### src/rtl/regbank_wb_arbiter.sv
// Write-back arbiter for the register bank's single write port.
// Round-robin selection among NUMREQ producers over valid/ready. The
// winner lands in a one-entry output register that drives the bank.
// An external stall lets another agent own the write port.
// Build option: define RB_WB_ARB_FIXED_PRIO_EN for fixed priority
// (index 0 highest, no rotating pointer). Round-robin is the default.
`timescale 1ns/1ps

module regbank_wb_arbiter #(
  parameter int NUMREQ    = 3,
  parameter int NUMREGS   = 32,
  parameter int DATAWIDTH = 32,
  localparam int AW       = $clog2(NUMREGS),
  localparam int IW       = $clog2(NUMREQ)
) (
  input  logic                        clk_i,
  input  logic                        rst_ni,
  input  logic [NUMREQ-1:0]           req_valid_i,
  output logic [NUMREQ-1:0]           req_ready_o,
  input  logic [NUMREQ*AW-1:0]        req_addr_i,
  input  logic [NUMREQ*DATAWIDTH-1:0] req_data_i,
  input  logic                        wb_stall_i,
  output logic                        we_o,
  output logic [AW-1:0]               waddr_o,
  output logic [DATAWIDTH-1:0]        wdata_o,
  output logic [IW-1:0]               grant_idx_o
);

  logic                 out_valid_q, out_valid_d;
  logic [AW-1:0]        out_addr_q, out_addr_d;
  logic [DATAWIDTH-1:0] out_data_q, out_data_d;
  logic [IW-1:0]        out_idx_q, out_idx_d;

  logic                 can_accept;
  logic                 xfer;
  logic [NUMREQ-1:0]    ready;
  logic [IW-1:0]        win_idx;
  logic [AW-1:0]        win_addr;
  logic [DATAWIDTH-1:0] win_data;
  logic [IW-1:0]        scan_base;
  logic [IW:0]          scan_sum;
  logic [IW-1:0]        scan_idx;

`ifdef RB_WB_ARB_FIXED_PRIO_EN
  assign scan_base = '0;
`else
  logic [IW-1:0] ptr_q, ptr_d;
  assign scan_base = ptr_q;
`endif

  // A held entry blocks new acceptances only while the port is stalled.
  assign can_accept = !out_valid_q || !wb_stall_i;

  // Scan requesters starting at scan_base and grant the first valid one.
  // Ready is forced low while reset is asserted so nothing is handshaken
  // into a register that is being cleared.
  always_comb begin
    ready    = '0;
    xfer     = 1'b0;
    win_idx  = '0;
    scan_sum = '0;
    scan_idx = '0;
    if (rst_ni && can_accept) begin
      for (int i = 0; i < NUMREQ; i++) begin
        scan_sum = {1'b0, scan_base} + (IW+1)'(i);
        if (scan_sum >= (IW+1)'(NUMREQ)) begin
          scan_sum = scan_sum - (IW+1)'(NUMREQ);
        end
        scan_idx = scan_sum[IW-1:0];
        if (!xfer && req_valid_i[scan_idx]) begin
          xfer           = 1'b1;
          ready[scan_idx] = 1'b1;
          win_idx        = scan_idx;
        end
      end
    end
  end

  // Mux the winner's address and data using the one-hot ready vector.
  always_comb begin
    win_addr = '0;
    win_data = '0;
    for (int j = 0; j < NUMREQ; j++) begin
      if (ready[j]) begin
        win_addr = req_addr_i[j*AW +: AW];
        win_data = req_data_i[j*DATAWIDTH +: DATAWIDTH];
      end
    end
  end

  // Output register next state: load on transfer, drain when unstalled.
  always_comb begin
    out_valid_d = out_valid_q;
    out_addr_d  = out_addr_q;
    out_data_d  = out_data_q;
    out_idx_d   = out_idx_q;
    if (xfer) begin
      out_valid_d = 1'b1;
      out_addr_d  = win_addr;
      out_data_d  = win_data;
      out_idx_d   = win_idx;
    end else if (!wb_stall_i) begin
      out_valid_d = 1'b0;
    end
  end

  // Output register state.
  always_ff @(posedge clk_i or negedge rst_ni) begin
    if (!rst_ni) begin
      out_valid_q <= 1'b0;
      out_addr_q  <= '0;
      out_data_q  <= '0;
      out_idx_q   <= '0;
    end else begin
      out_valid_q <= out_valid_d;
      out_addr_q  <= out_addr_d;
      out_data_q  <= out_data_d;
      out_idx_q   <= out_idx_d;
    end
  end

`ifndef RB_WB_ARB_FIXED_PRIO_EN
  // Round-robin pointer moves to the slot after the most recent winner.
  always_comb begin
    ptr_d = ptr_q;
    if (xfer) begin
      ptr_d = (win_idx == IW'(NUMREQ-1)) ? '0 : win_idx + 1'b1;
    end
  end

  // Round-robin pointer state.
  always_ff @(posedge clk_i or negedge rst_ni) begin
    if (!rst_ni) begin
      ptr_q <= '0;
    end else begin
      ptr_q <= ptr_d;
    end
  end
`endif

  // Writes to x0 consume a slot but never reach the bank.
  assign we_o        = out_valid_q && !wb_stall_i && (out_addr_q != '0);
  assign waddr_o     = out_addr_q;
  assign wdata_o     = out_data_q;
  assign grant_idx_o = out_idx_q;
  assign req_ready_o = ready;

endmodule

### config.mk
export PLATFORM = sky130hd
export DESIGN_NAME = regbank_wb_arbiter
export DESIGN_NICKNAME = d
export VERILOG_FILES = /design/src/rtl/regbank_wb_arbiter.sv
export SDC_FILE = /design/constraint.sdc
export NUM_CORES = 1
export LEC_CHECK = 0
export ABC_CLOCK_PERIOD_IN_PS = 3070
export CAP_MARGIN = 20
export CORE_MARGIN = 4
export CORE_UTILIZATION = 34
export CTS_BUF_LIST = sky130_fd_sc_hd__clkbuf_4
export DETAILED_ROUTE_END_ITERATION = 7
export PLACE_DENSITY = 0.8
export SETUP_SLACK_MARGIN = 0.05
export SLEW_MARGIN = 20
export SYNTH_ARGS = -nofsm -noshare
export SYNTH_HDL_FRONTEND = slang
export SYNTH_SLANG_ARGS = --single-unit
### constraint.sdc
create_clock -name clk_i -period 3.07 [get_ports clk_i]
set_input_delay 0.7675 -clock clk_i [delete_from_list [all_inputs] [get_ports clk_i]]
set_output_delay 0.7675 -clock clk_i [all_outputs]
set_load 0.1 [all_outputs]
==> results.py, run 1 <==
metrics = {
    "routing": {
        "first_iter_violations": 107,
        "ant_nets": 0,
        "met2_length_mm": 4.27,
        "routed_via_density": 5.47,
        "dr.pass1.iters": 4,
        "top_layer": "met4",
        "drc": 0,
        "via_count": 2686,
        "detail_route.wl_per_cell_um": 18.4,
        "routed_wl_mm": 9.01,
        "met1_length_mm": 3.66,
        "routed-wl-met3_um": 952,
    },
    "clocking": {
        "cts_made_buffers": 5,
        "clk_path_buf_depth": 2,
        "cts_tree": "yes",
        "cts_root_buffer": "clkbuf_4",
        "postCtsHoldBufs": 0,
        "clk_latency_ns": 0.35,
        "clk_pin_slew_ns": 0.14,
        "clkSinkCount": 42,
        "h-tree-depth": 2,
    },
    "synth": {
        "synth.area.top_cells": "dfrtp_1 43%, o221a_2 17%, a221o_1 15%",
        "synth.largest_area_cell": "dfrtp_1",
        "synth_mux_area_frac": 0.00462,
        "ys_top_cells_by_count": "42 x dfrtp_1, 37 x a221o_1, 37 x o221a_2",
        "yosys_warnings": 0,
        "yosys_register_bits": 42,
        "synth-simple-area-share": 0.0851,
        "synth-adder-area-share": 0.0292,
        "synth.distinct_cells": 36,
        "synthesis.area_sq_mm": 0.00244,
        "synthXorXnorAreaFrac": 0,
        "synth_edf_count": 0,
        "synthCells": 214,
        "syn_area_per_cell_sq_um": 11.4,
        "async_reset_ff_frac": 1.00,
        "ys.flop_type": "dfrtp_1",
        "synth_top_family_by_area": "compound AO/OA/AOI/OAI gates",
        "synth_compound_gate_area_share": 0.393,
        "synthesis.nets": 335,
        "yosysTopAreaCellShare": 0.431,
        "synth_most_common_cell": "dfrtp_1",
        "synth_seq_area_share": 0.431,
    },
    "flow_run": {
        "max-cap-violations": 0,
    },
    "timing": {
        "rsz0062_at_grt": "yes",
        "period_share": 0.999,
        "finalCriticalPeriod_ns": 3.07,
        "final-setup-viol-count": 0,
        "slew_violations": 0,
        "fmax_mhz": 326,
        "finClkSkew_ns": 0.00993,
        "timing.slew.headroom": 0.635,
        "hold_viol_final": 0,
        "tightestPinTransition_ns": 0.547,
    },
    "global_route": {
        "grt_pass1_wl_mm": 14.0,
        "antenna_found_initial": 0,
        "grt_max_degree": 45,
        "grt_pass1_vias": 2744,
        "gr-total-overflow": 0,
        "grt.total_usage": 0.204,
    },
    "critical_path": {
        "r2r-start": "ptr_q[1]",
        "cp-endpoint": "req_ready_o[1]",
        "cp-startpoint": "ptr_q[1]",
        "r2r_end": "wdata_o[28]",
        "critPathRequiredTime_ns": 2.30,
        "worstSetupPathType": "flop to output port",
        "crit_arrival_ns": 2.30,
        "worstSetupStartpointType": "flop",
        "ff2ff_setup_slack_ns": 0.36,
        "critPathCaptureType": "output port",
        "ff2ff_path_depth": 9,
        "cp_max_fo": 4,
    },
    "cells_and_area": {
        "drive_above_1_share": 0.375,
        "seqCellArea_sq_mm": 0.00105,
        "instances_no_fill": 491,
        "antenna_cells": 0,
        "fillCellCount": 561,
        "multi_input_area_sq_mm": 0.00137,
        "area_delta_synth_final_pct": 83.3,
        "nets": 515,
        "fin_util": 0.651,
    },
    "place": {
        "place.gp.congestion": 0.936,
        "placed_cells": 475,
        "dp_hpwl_mm": 6.73,
        "io_buffers": 159,
    },
    "die": {
        "die_w_um": 92.7,
        "core_sq_mm": 0.00687,
        "dieArea_sq_mm": 0.00860,
        "io_pins": 160,
        "rows": 30,
        "initial_core_util": 0.355,
        "die_y_um": 92.7,
    },
    "hold_path": {
        "hold_path.class": "input pin to asynchronous set/reset pin",
    },
    "outcome": {
        "run_status": "finished clean",
    },
}
## cell families after synthesis
kind of cell	after synthesis
fa+ha+maj	6
simple gates	37
mux	1
buf+inv	31
compound gates	97
flops	42
## worst max-delay path, cell delays in order, from the launching register on
cell	delay [ns]
dfrtp_1	0.44
ha_4	0.31
or4bb_1	0.42
a21o_1	0.22
nand2_1	0.09
a21o_1	0.13
nor2b_4	0.16
buf_12	0.18
## how the worst min path moves through the flow
stage                      from        endpoint  slack (ns)  depth (start not counted)
floorplan                rst_ni  grant_idx_o[0]        0.47                          0
global placement    out_valid_q     out_valid_q        0.48                          1
detailed placement  out_valid_q     out_valid_q        0.50                          1
CTS                      rst_ni        ptr_q[1]        0.52                          2
global route             rst_ni        ptr_q[1]        0.55                          2
finish                   rst_ni     wdata_o[24]        0.49                          2
## final cells by class
| class | count | area share |
|---|---|---|
| Sequential cell | 42 | 0.235 |
| Clock inverter | 3 | 0.00476 |
| Inverter | 8 | 0.00755 |
| Tap cell | 96 | 0.0269 |
| Multi-Input combinational cell | 141 | 0.306 |
| Clock buffer | 5 | 0.00839 |
| Timing Repair Buffer | 196 | 0.412 |
## per-layer routing
layer	up-vias	global-route usage
li1	1254	-
met1	1287	0.246
met2	134	0.351
met3	11	0.0634
met4	0	0.0549
met5	-	0
## sequential cells by signal, indices dropped and copies added (netlist names)
signal	flops
wdata_o	32
ptr_q	2
waddr_o	5
out_valid_q	1
grant_idx_o	2
## cell usage in the layout (no fill, tap or decap), drive strengths merged, types with 3 or more instances in the layout
cell type	Yosys	layout
a21oi	5	5
o21ai	8	8
clkdlybuf4s50	0	112
nand2	11	11
a21o	3	3
a221o	37	37
nor2	6	6
o221a	37	37
dfrtp	42	42
clkbuf	11	5
nand3	4	4
nor2b	4	4
ha	4	4
buf	12	81
inv	8	7
## through the flow
step	setup WS [ns]	setup TNS [ns]	hold WS (ns)	area, sq um
after global routing	-0.103	-0.250	0.549	4470
after detailed placement	-0.296	-6.77	0.498	4270
after global placement	-0.259	-5.88	0.485	4270
after floorplan	-0.288	-0.537	0.472	2520
after CTS	0.00388	0	0.519	4420
final	0.00235	0	0.495	4470
## repair_timing
item,CTS,global route
cloned,0,0
resized for setup,20,4
endpoints found under the setup margin,3,3
buffers inserted,5,3
pin swaps,9,5
Power of run 1 is left out: the tool's default activity adds up to more than one toggle a clock period on the data nets, which glitch-free logic cannot reach.
==> run 2, diff against run 1 <==
--- a/config.mk
+++ b/config.mk
@@ -11,6 +11,7 @@
 export CORE_UTILIZATION = 34
 export CTS_BUF_LIST = sky130_fd_sc_hd__clkbuf_4
 export DETAILED_ROUTE_END_ITERATION = 7
+export MAX_ROUTING_LAYER = met4
 export PLACE_DENSITY = 0.8
 export SETUP_SLACK_MARGIN = 0.05
 export SLEW_MARGIN = 20
==> run 2 against run 1 <==
- the run now ends with setup timing left
- critical path depth grew 1
- non-clock buffer count increased by 5
- final cell count rose by 1.0%
- count of clock-buffer cells in the layout up 1
- flip-flop and latch count did not move
- setup slack got worse by 0.011 ns
- clock skew is 0.0016 ns higher
- die area unchanged
- critical endpoint unchanged
==> results.py, run 2 (synthesized netlist as in run 1, its figures left out) <==
metrics = {
    "critical_path": {
        "cp_max_fo": 5,
        "crit_arrival_ns": 2.31,
        "worstSetupStartpointType": "flop",
        "critPathCaptureType": "output port",
        "critPathRequiredTime_ns": 2.30,
        "r2r-start": "ptr_q[0]",
        "ff2ff_setup_slack_ns": 0.09,
        "ff2ff_path_depth": 16,
        "cp-startpoint": "ptr_q[0]",
        "worstSetupPathType": "flop to output port",
        "r2r_end": "wdata_o[27]",
        "cp-endpoint": "req_ready_o[1]",
    },
    "timing": {
        "hold_viol_final": 0,
        "finClkSkew_ns": 0.0116,
        "finalCriticalPeriod_ns": 3.08,
        "timing.hold.ws_ns": 0.496,
        "rsz0062_at_grt": "yes",
        "timing.slew.headroom": 0.631,
        "tightestPinTransition_ns": 0.553,
        "final-setup-viol-count": 1,
        "fmax_mhz": 325,
        "finalWorstSetupSlack_ns": -0.00824,
        "period_share": 1.00,
        "slew_violations": 0,
    },
    "routing": {
        "detail_route.wl_per_cell_um": 18.1,
        "ant_nets": 0,
        "via_count": 2707,
        "routed_via_density": 5.46,
        "first_iter_violations": 119,
        "drc": 0,
        "dr.pass1.iters": 4,
        "routed_wl_mm": 8.97,
    },
    "die": {
        "core_sq_mm": 0.00687,
        "dieArea_sq_mm": 0.00860,
        "die_y_um": 92.7,
        "die_w_um": 92.7,
        "io_pins": 160,
        "initial_core_util": 0.355,
        "rows": 30,
    },
    "cells_and_area": {
        "antenna_cells": 0,
        "fillCellCount": 554,
        "nets": 520,
        "instances_no_fill": 496,
        "largest_register_ffs": 32,
        "layout_common_cells": "112 x clkdlybuf4s50_1, 78 x buf_4, 42 x dfrtp_1",
        "fin_util": 0.656,
        "area_delta_synth_final_pct": 84.6,
        "drive_above_1_share": 0.380,
        "final_common_cell": "clkdlybuf4s50_1",
    },
    "place": {
        "place.gp.congestion": 0.956,
        "io_buffers": 159,
        "placed_cells": 474,
        "dp_hpwl_mm": 6.68,
        "pre_cts_ws_ns": -0.307,
    },
    "clocking": {
        "clk_latency_ns": 0.35,
        "clkSinkCount": 42,
        "h-tree-depth": 2,
        "cts_tree": "yes",
        "postCtsHoldBufs": 0,
        "clk_pin_slew_ns": 0.12,
        "cts_root_buffer": "clkbuf_4",
        "clk_path_buf_depth": 2,
        "cts_made_buffers": 5,
    },
    "outcome": {
        "run_status": "finished, violations left",
        "violations": "setup timing",
    },
    "hold_path": {
        "hold_path.class": "input pin to asynchronous set/reset pin",
    },
    "global_route": {
        "grt_pass1_vias": 2746,
        "grt.total_usage": 0.207,
        "gr-total-overflow": 0,
        "grt_max_degree": 45,
        "antenna_found_initial": 0,
        "grt_pass1_wl_mm": 13.7,
    },
    "flow_run": {
        "max-cap-violations": 0,
    },
}
==> run 2: area by class of cell <==
class	instances	area (sq um)	share of cell area
timing repair buffer	201	1870	0.416
clock buffer	6	45.0	0.0100
clock inverter	2	37.5	0.00833
tap	96	120	0.0267
sequential	42	1050	0.233
inverter	8	33.8	0.00750
multi-input combinational	141	1340	0.298
==> run 2: worst min path at each step <==
stage,start,endpoint,cells after the start
2_1_floorplan,rst_ni,grant_idx_o[0],0
3_3_place_gp,out_valid_q,out_valid_q,1
3_5_place_dp,out_valid_q,out_valid_q,1
4_1_cts,rst_ni,waddr_o[2],2
5_1_grt,rst_ni,wdata_o[29],2
6_report,rst_ni,out_valid_q,2
==> run 2: through the flow <==
step,setup TNS [ns],area (sq um)
3_5_place_dp,-7.43,4260
2_1_floorplan,-0.537,2520
6_report,-0.00824,4500
4_1_cts,0,4460
5_1_grt,-0.289,4500
3_3_place_gp,-5.83,4260
==> run 2: critical path: stages (launching register included) <==
cell and delay [ns]:
dfrtp_1 0.42, inv_2 0.11, ha_4 0.22, or4bb_1 0.47, a21o_1 0.21, nand2_2 0.07
a21o_1 0.13, nor2b_4 0.16, buf_12 0.18
==> run 2: layer usage <==
layer	wire length (um)	track usage	share of wire
met5	0	-	0
met4	96	0.0427	0.011
met3	807	0.0528	0.090
met2	4310	0.350	0.48
met1	3760	0.250	0.42
==> run 2: repair_timing <==
item | CTS | global route
buffers inserted | 11 | 3
setup endpoints to repair | 3 | 40
pin swaps | 6 | 3
gates resized for setup | 15 | 5
Power of run 2 is left out for the same reason.
==> run 3, diff against run 2 <==
--- a/config.mk
+++ b/config.mk
@@ -7,12 +7,14 @@
 export LEC_CHECK = 0
 export ABC_CLOCK_PERIOD_IN_PS = 3070
 export CAP_MARGIN = 20
+export CELL_PAD_IN_SITES_DETAIL_PLACEMENT = 0
+export CELL_PAD_IN_SITES_GLOBAL_PLACEMENT = 2
 export CORE_MARGIN = 4
-export CORE_UTILIZATION = 34
+export CORE_UTILIZATION = 19
 export CTS_BUF_LIST = sky130_fd_sc_hd__clkbuf_4
 export DETAILED_ROUTE_END_ITERATION = 7
 export MAX_ROUTING_LAYER = met4
-export PLACE_DENSITY = 0.8
+export PLACE_DENSITY_LB_ADDON = 0.1
 export SETUP_SLACK_MARGIN = 0.05
 export SLEW_MARGIN = 20
 export SYNTH_ARGS = -nofsm -noshare
==> run 3 against run 2 <==
- the flow still finishes with violations (setup timing)
- global-route usage fell by 6.7 points
- first-iteration DRC count rose by 6.7%
- via count is 2.8% lower
- critical path type unchanged
- largest cell class unchanged
==> results.py, run 3 (synthesized netlist as in run 1, its figures left out) <==
metrics = {
    "routing": {
        "met2_length_mm": 5.43,
        "routed_via_density": 4.64,
        "top_layer": "met4",
        "met1_length_mm": 4.34,
        "routed_wl_mm": 10.5,
        "via_count": 2632,
        "dr.pass1.iters": 5,
        "detail_route.wl_per_cell_um": 18.5,
        "first_iter_violations": 127,
        "routed-wl-met3_um": 538,
        "ant_nets": 0,
        "drc": 0,
    },
    "global_route": {
        "antenna_found_initial": 0,
        "grt_pass1_vias": 2799,
        "grt_pass1_wl_mm": 15.5,
        "grt_max_degree": 44,
        "grt.total_usage": 0.140,
        "gr-total-overflow": 0,
    },
    "hold_path": {
        "hold_path.class": "input pin to asynchronous set/reset pin",
    },
    "timing": {
        "finalCriticalPeriod_ns": 3.11,
        "hold_viol_final": 0,
        "tightestPinTransition_ns": 0.599,
        "timing.slew.headroom": 0.601,
        "slew_violations": 0,
        "rsz0062_at_grt": "yes",
        "finClkSkew_ns": 0.00885,
        "period_share": 1.01,
        "finalWorstSetupSlack_ns": -0.0384,
        "final-setup-viol-count": 1,
        "fmax_mhz": 322,
    },
    "cells_and_area": {
        "final_common_cell": "clkdlybuf4s50_1",
        "seqCellArea_sq_mm": 0.00105,
        "nets": 515,
        "layout_common_cells": "112 x clkdlybuf4s50_1, 71 x buf_4, 42 x dfrtp_1",
        "fillCellCount": 1310,
        "area_delta_synth_final_pct": 87.4,
        "multi_input_area_sq_mm": 0.00137,
        "antenna_cells": 0,
        "largest_register_ffs": 32,
        "drive_above_1_share": 0.375,
    },
    "outcome": {
        "run_status": "finished, violations left",
        "violations": "setup timing",
    },
    "place": {
        "dp_hpwl_mm": 7.65,
        "place.gp.congestion": 0.799,
        "io_buffers": 159,
        "pre_cts_ws_ns": -0.320,
    },
    "clocking": {
        "cts_root_buffer": "clkbuf_4",
        "cts_made_buffers": 5,
        "clk_path_buf_depth": 2,
        "clk_latency_ns": 0.35,
        "postCtsHoldBufs": 0,
        "cts_tree": "yes",
        "h-tree-depth": 2,
        "clk_pin_slew_ns": 0.14,
        "clkSinkCount": 42,
    },
    "critical_path": {
        "r2r-start": "ptr_q[0]",
        "worstSetupStartpointType": "flop",
        "critPathRequiredTime_ns": 2.30,
        "path_cells": "inv_2 -> ha_4 -> or4bb_1 -> a21o_1 -> nand2_2 -> a21o_1 -> nor2b_4 -> buf_12",
        "crit_buf_inv": 2,
        "critPathCaptureType": "output port",
        "r2r_end": "wdata_o[14]",
        "cp_top_family": "simple AND/OR/NAND/NOR gates",
        "ff2ff_path_depth": 11,
        "worstSetupPathType": "flop to output port",
        "cp_common_cell": "a21o_1",
        "cp_max_fo": 6,
        "ff2ff_setup_slack_ns": 0.29,
        "crit_arrival_ns": 2.34,
        "critPathSlowestCell": "or4bb_1",
        "critical_path.max_stage_delay_ns": 0.48,
    },
    "die": {
        "initial_core_util": 0.193,
        "io_pins": 160,
        "dieArea_sq_mm": 0.0147,
        "die_y_um": 121,
        "die_w_um": 121,
        "core_sq_mm": 0.0126,
        "rows": 41,
    },
    "flow_run": {
        "max-cap-violations": 0,
    },
}
## run 3: cell types whose count changed in the layout (fill, tap and decap cells not counted), sizes merged
| cell | before | now |
|---|---|---|
| bufinv | 1 | 0 |
| clkbuf | 6 | 5 |
| clkinv | 0 | 2 |
| buf | 86 | 81 |
## run 3: metrics by stage
| step | cell area [sq um] | util | std cells | hold slack, ns | TNS, ns |
|---|---|---|---|---|---|
| detailed placement | 4370 | 0.347 | 551 | 0.498 | -6.13 |
| global placement | 4370 | 0.347 | 551 | 0.489 | -5.92 |
| CTS | 4540 | 0.360 | 563 | 0.528 | -0.0388 |
| global route | 4570 | 0.362 | 567 | 0.557 | -0.291 |
| floorplan | 2520 | - | 214 | 0.472 | -0.537 |
| finish | 4570 | 0.362 | 567 | 0.509 | -0.0384 |
## run 3: per-layer routing
metal	GRT usage	vias to the layer above
li1	-	1258
met1	0.168	1263
met2	0.236	101
met3	0.0308	10
met4	0.0399	0
met5	-	-
## run 3: worst max path at each step
stage	startpoint	endpoint	slack [ns]	depth (start not counted)
floorplan	req_valid_i[1]	req_ready_o[1]	-0.29	8
global placement	req_valid_i[2]	req_ready_o[2]	-0.31	8
detailed placement	req_valid_i[2]	req_ready_o[2]	-0.32	8
CTS	ptr_q[1]	req_ready_o[1]	-0.04	7
global route	ptr_q[0]	req_ready_o[1]	-0.14	8
finish	ptr_q[0]	req_ready_o[1]	-0.04	8
## run 3: cell type report
cell class / instances / share of cell area
Clock buffer: 5 / 0.00821
Clock inverter: 3 / 0.00356
Inverter: 8 / 0.00739
Multi-Input combinational cell: 141 / 0.299
Sequential cell: 42 / 0.230
Tap cell: 172 / 0.0471
Timing Repair Buffer: 196 / 0.405
## run 3: repair_timing
item | in CTS | in global routing
setup buffers | 4 | 4
pin swaps | 6 | 2
gates resized for setup | 25 | 1
hold endpoints to repair | 0 | 0
setup endpoints to repair | 3 | 3
Power of run 3 is left out for the same reason.
